--- src/rtl/param_stack.sv ---
// param_stack: LIFO of DEPTH words, WIDTH bits each.
// The popped word and the top word are both combinational and come from the stored array only.
// A newly pushed value therefore appears on top one cycle later.
// Push and pop in the same cycle replaces the top word, so it still works when the stack is full.
// A rejected request raises overflow/underflow for the following cycle and also sets err_sticky.
// Only rst clears err_sticky.
module param_stack #(
    parameter int WIDTH = 8,
    parameter int DEPTH = 256
) (
    input  logic                       clk,
    input  logic                       rst,
    input  logic                       push,
    input  logic                       pop,
    input  logic [WIDTH-1:0]           value,
    output logic [WIDTH-1:0]           out,
    output logic [WIDTH-1:0]           top,
    output logic [$clog2(DEPTH+1)-1:0] count,
    output logic                       full,
    output logic                       empty,
    output logic                       overflow,
    output logic                       underflow,
    output logic                       err_sticky
);

    localparam int CW = $clog2(DEPTH + 1);
    localparam int AW = $clog2(DEPTH);

    logic [WIDTH-1:0] mem_q [DEPTH];

    logic [CW-1:0]    count_q, count_d;
    logic             overflow_q, overflow_d;
    logic             underflow_q, underflow_d;
    logic             err_q, err_d;

    logic             acc_push, acc_pop;
    logic [AW-1:0]    top_idx, wr_idx;
    logic [WIDTH-1:0] top_word;

    // Request decode, read path and next-state computation
    always_comb begin
        empty    = (count_q == '0);
        full     = (count_q == CW'(DEPTH));
        acc_pop  = pop & ~empty;
        acc_push = push & (~full | acc_pop);

        // Only index count-1 is ever read, so stale entries stay hidden
        top_idx  = empty ? '0 : AW'(count_q - CW'(1));
        top_word = empty ? '0 : mem_q[top_idx];

        // Replace-top reuses the top slot; a plain push fills slot count
        wr_idx   = acc_pop ? top_idx : AW'(count_q);

        count_d = count_q;
        if (acc_push && !acc_pop) begin
            count_d = count_q + CW'(1);
        end else if (acc_pop && !acc_push) begin
            count_d = count_q - CW'(1);
        end

        overflow_d  = push & ~acc_push;
        underflow_d = pop & ~acc_pop;
        err_d       = err_q | overflow_d | underflow_d;

        out        = acc_pop ? top_word : '0;
        top        = top_word;
        count      = count_q;
        overflow   = overflow_q;
        underflow  = underflow_q;
        err_sticky = err_q;
    end

    // Control and status registers; rst wins over any request in the same cycle
    always_ff @(posedge clk) begin
        if (rst) begin
            count_q     <= '0;
            overflow_q  <= 1'b0;
            underflow_q <= 1'b0;
            err_q       <= 1'b0;
        end else begin
            count_q     <= count_d;
            overflow_q  <= overflow_d;
            underflow_q <= underflow_d;
            err_q       <= err_d;
        end
    end

    // Storage array, left unreset; writes are dropped during rst
    always_ff @(posedge clk) begin
        if (!rst && acc_push) begin
            mem_q[wr_idx] <= value;
        end
    end

endmodule

--- config.mk ---
export PLATFORM = sky130hd
export DESIGN_NAME = param_stack
export DESIGN_NICKNAME = d
export VERILOG_FILES = /design/src/rtl/param_stack.sv
export SDC_FILE = /design/constraint.sdc
export NUM_CORES = 2
export LEC_CHECK = 0
export CAP_MARGIN = 20
export CORE_MARGIN = 4
export CORE_UTILIZATION = 50
export CTS_BUF_LIST = sky130_fd_sc_hd__clkbuf_16
export CTS_CLUSTER_DIAMETER = 200
export DETAILED_ROUTE_END_ITERATION = 12
export PLACE_DENSITY = 0.7
export SLEW_MARGIN = 5
export SYNTH_ARGS = -nofsm -noshare
export SYNTH_HDL_FRONTEND = slang
export SYNTH_SLANG_ARGS = --single-unit
--- constraint.sdc ---
create_clock -name clk -period 14.8 [get_ports clk]
set_clock_uncertainty 0.15 [all_clocks]
set_input_delay 2.22 -clock clk [delete_from_list [all_inputs] [get_ports clk]]
set_output_delay 2.22 -clock clk [all_outputs]
set_load 0.005 [all_outputs]
* Word-level counts from Yosys, hierarchy flattened
Memory sizes are Yosys's and may differ from the RTL's.
Cells that the tools add are included.
Widths: inputs -> output; s select.
** Storage, ports and cells
- Input port bits :: 12
- Bits in writable memories :: 2048
- Memories kept :: 1
- Register bits :: 12
** Memory list
- mem_q :: depth 256, bits a word 8, rd ports 1, clocked after memory_dff 0, wr ports 1, RTL line 29 : logic [WIDTH-1:0] mem_q [DEPTH];
** Cells by class
- Bitwise operators :: 11
- Reduce and logical (&&, ||, !) cells :: 8
- Eq/ne operators :: 1
- $add $sub $neg :: 2
- Muxes and demuxes :: 8
** Operators by type and width (count)
- $mux 8 :: 4
- $mux 9 :: 2
- $add 9x1->9 const B :: 1
- $eq 9x9->1 const B :: 1
- $logic_not 9->1 :: 1
- $sub 9x1->9 const B :: 1
- $and 1x1->1 :: 4
- $not 1->1 :: 4
- $logic_and 1x1->1 :: 3
- $logic_not 1->1 :: 3
- $or 1x1->1 :: 3
- $mux 1 :: 2
- $reduce_bool 2->1 :: 1

* Depth between registers and ports, before layout
- Depth in word-level cells :: 9
- Depth in mapped cells :: 22
- Depth with buffers taken out :: 14

* Worst setup path after synthesis
OpenSTA, ideal clock, no wires.
- Path kind :: reg-to-output
- Start :: register count_q[0], in the netlist count[0]
- End :: output out[4]
- Path slack :: 7960 ps
- Arrival :: 4470 ps
- Data required time :: 12430 ps
- Stages on the path, launching flop included :: 20
- Cells stage by stage :: dfxtp_1 > buf_4 > inv_2 > buf_2 > buf_2 > buf_2 > buf_2 > buf_2 > ha_1 > buf_2 > or4b_1 > buf_4 > o21ai_4 > o22ai_1 > a21o_1 > a2111oi_2 > nor3_1 > or4_1 > and4bb_4 > a21oi_2
** Between the ends
- Cells in the longest elaborated chain, start to end :: 5
- Elaborated cells between the ends (all ways) :: 8
** RTL lines
- start, declared :: RTL line 31 : logic [CW-1:0] count_q, count_d;
- start signal, assigned :: RTL line 81 : count_q <= count_d;
- $sub 9x1->9 / $logic_not 9->1 (equally long branches)
- $mux 8 :: RTL line 48 : top_idx = empty ? '0 : AW'(count_q - CW'(1));
- $mem_v2 256x8
- $mux 8 :: RTL line 49 : top_word = empty ? '0 : mem_q[top_idx];
- $mux 8 * :: RTL line 65 : out = acc_pop ? top_word : '0;
- end, declared :: RTL line 16 : output logic [WIDTH-1:0] out,
Every way passes the cells marked *; elsewhere a longest branch is shown, timed or not.

* Worst setup path in the final report
- Start :: register count_q[1], in the netlist count[1]
- End :: output out[2]
The elaborated chain is that of the path after synthesis.

==> key figures <==
Timing
  • Post-route minimum period: 10.90 ns
  • Max-slew headroom: 14.5%
  • Fmax: 91.7 MHz
  • Slew Limit Fails: 0
  • Hold Violations, Final: 0
  • Period utilization: 73.7%
  • Setup_tns: 0 ns
  • RSZ-0062 raised after global routing: no
  • Least-Margin Pin Slew: 1.27 ns
  • Final setup viols: 0

Die
  • CORE AREA: 165,000 um^2
  • Die X: 415 um
  • Chip height: 415 um
  • DIE AREA: 172,000 um^2
  • Initial Utilization: 50.3%
  • Std cell rows: 149
  • I/O pin cnt: 42

Logic synthesis
  • Sequential area share after synthesis: 74.6%
  • #FFs+latches synth: 2,060
  • Syn Inst Count: 5,170
  • Post-Synthesis Mean Instance Area: 16.0 um^2
  • Cell taking the most area after synthesis: edfxtp_1
  • Distinct cells, synth: 96
  • Ys flop type: edfxtp_1
  • Mapped Area: 82,700 um^2
  • Synth warn: 0
  • Net count after synthesis: 5,185
  • Number of flops mapped to enable cells by yosys: 2,048
  • Synth top area cells: edfxtp_1 (74%), mux2i_1 (3.5%), mux4_2 (3.0%)
  • Synth top area share: 74.3%
  • Share of synthesized registers carrying an async set or reset: 0%

CTS
  • Worst skew pair latency: 0.86 ns
  • CTS tree: built
  • Clk slew on worst S/H paths: 0.07 ns
  • H-tree depth: 4
  • # clock sinks: 2,060
  • CTS buffer count: 199
  • Post-CTS setup buffer count: 0
  • Cts hold-fix bufs: 0
  • # resized after CTS: 0
  • CTS root buffer: clkbuf_16
  • Clock Path Buffers: 3

Cells and area
  • Commonest non-fill, non-tap cells in the layout: edfxtp_1 (2,048), nor2_1 (380), nand2_1 (347)
  • NumNets Final: 5,214
  • Fill cell count: 12,400
  • Synthesis-to-finish area growth: 11.2%
  • Layout cell share with drive strength beyond 1: 12.8%
  • Most common cell after layout, fill and taps aside: edfxtp_1

GRT
  • Largest net degree at the start of global routing: 122
  • Antenna violations before repair: 17
  • Tot GR Track Use: 32.2%
  • First-pass GRT wire length: 393,000 um
  • Vias in the first global route: 50,000
  • Global route overflow: 0

Routing
  • ANT nets after route: 0
  • DRC viols: 0
  • Post-DR wirelength/cell: 37.5 um
  • First drt pass iteration count: 7
  • WL final: 284,000 um
  • DRT iter0 DRCs: 10,200
  • Routed vias: 53,800
  • DR vias/cell: 7.10

Worst setup path
  • Crit path max fanout: 40
  • R2R Setup Slk: 7.10 ns
  • Worst reg2reg startpoint: count[0]$_SDFFE_PP0P_
  • Arrival @ worst endpoint: 8.53 ns
  • Worst setup SP type: flop
  • Crit end category: output port
  • R2R cell count: 14
  • Critical R2R Capture: mem_q[237][4]$_DFFE_PP_
  • Crit path required time: 12.43 ns
  • WS Path Type: flop to output port

Worst hold path
  • Hold depth: 2
  • Hold EP: err_sticky$_SDFF_PP0_
  • Min-delay src: err_sticky$_SDFF_PP0_
  • Hold WC Path Type: flop to flop

Placement
  • Placer Congestion: 0.997
  • I/O Buffers: 41
  • Post-DP HPWL: 168,000 um

Run status
  • Status: complete, no violations

Run
  • Max cap viols: 0
## per-stage QoR
stage	instances	area [um^2]	hold slack (ns)	setup slack [ns]	utilization, %
after detailed placement	7181	85700	0.396	5.45	52.1
after global placement	7177	85700	0.401	5.50	52.1
after CTS	7548	91900	0.411	4.54	55.8
after floorplan	5170	82700	0.311	7.96	-
final	7574	92000	0.439	3.90	55.9
after global routing	7554	92000	0.465	4.14	55.9
## cell usage after synthesis (39+ instances only)
| cell type | n |
|---|---|
| edfxtp_1 | 2048 |
| nor2_1 | 387 |
| nand2_1 | 353 |
| mux2i_1 | 287 |
| a21oi_1 | 248 |
| o21ai_0 | 245 |
| buf_2 | 170 |
| clkbuf_1 | 149 |
| a221oi_1 | 135 |
| mux4_2 | 109 |
| a211oi_1 | 92 |
| nand3_1 | 80 |
| mux2_2 | 79 |
| o22ai_1 | 71 |
| a22oi_1 | 65 |
| nor3_1 | 53 |
| a221o_1 | 39 |
## per-layer routing
metal,GRT usage (%),share of wire (%),vias up
met5,0,0.027,-
met4,20.0,7.3,12
met3,11.8,16,1069
met2,44.6,42,5307
met1,43.3,34,26500
li1,-,-,20800
## critical path, stage by stage (launching register included)
cell and delay [ns]:
dfxtp_1 0.82, inv_1 0.20, ha_4 0.77, inv_4 0.31
buf_4 0.36, nand2_4 0.39, buf_4 0.67, o21ai_0 0.19
a2111oi_0 0.97, a211oi_1 0.13, a2111oi_0 1.10, o211ai_1 0.63
o211ai_2 0.37, and2_1 0.19, clkdlybuf4s50_1 0.50
## cell families (layout without fill, tap and decap cells)
| kind of cell | after synthesis | after routing | synth area share, % |
|---|---|---|---|
| muxes | 475 | 475 | 7.52 |
| other | 0 | 20 | 0 |
| and+or+nand+nor | 1005 | 1005 | 5.28 |
| DFF | 2060 | 2060 | 74.6 |
| buffers and inverters | 389 | 584 | 2.13 |
| xor gates and xnor gates | 14 | 14 | 0.157 |
| AOI/OAI and AO/OA | 1224 | 1224 | 10.2 |
| adders and majority gates | 3 | 3 | 0.0454 |
## registers in the layout, summed over array words and instances (netlist names)
signal	cells
count	9
err_sticky	1
mem_q	2048
overflow	1
underflow	1
## worst max-delay path by stage
| stage | startpoint | end | slack (ns) | cells past startpoint |
|---|---|---|---|---|
| 3_5_place_dp | count[0]$_SDFFE_PP0P_ | top[5] | 5.45 | 16 |
| 4_1_cts | count[0]$_SDFFE_PP0P_ | top[5] | 4.54 | 16 |
| 6_report | count[1]$_SDFFE_PP0P_ | out[2] | 3.90 | 14 |
| 2_1_floorplan | count[0]$_SDFFE_PP0P_ | out[4] | 7.96 | 19 |
| 3_3_place_gp | count[0]$_SDFFE_PP0P_ | top[5] | 5.50 | 16 |
| 5_1_grt | count[1]$_SDFFE_PP0P_ | out[2] | 4.14 | 14 |
## layout make-up
| cell class | count | area, um^2 | share of cell area (%) |
|---|---|---|---|
| antenna | 20 | 50.0 | 0.0544 |
| clock buffer | 201 | 5030 | 5.47 |
| clock inverter | 166 | 1120 | 1.22 |
| inverter | 15 | 66.3 | 0.0721 |
| multi-input combinational | 2721 | 19500 | 21.2 |
| sequential | 2060 | 61700 | 67.1 |
| tap | 2189 | 2740 | 2.98 |
| timing repair buffer | 202 | 1780 | 1.93 |
Power is not shown: default switching activity piles up to over one toggle a cycle in this logic, so the estimate is an artifact.
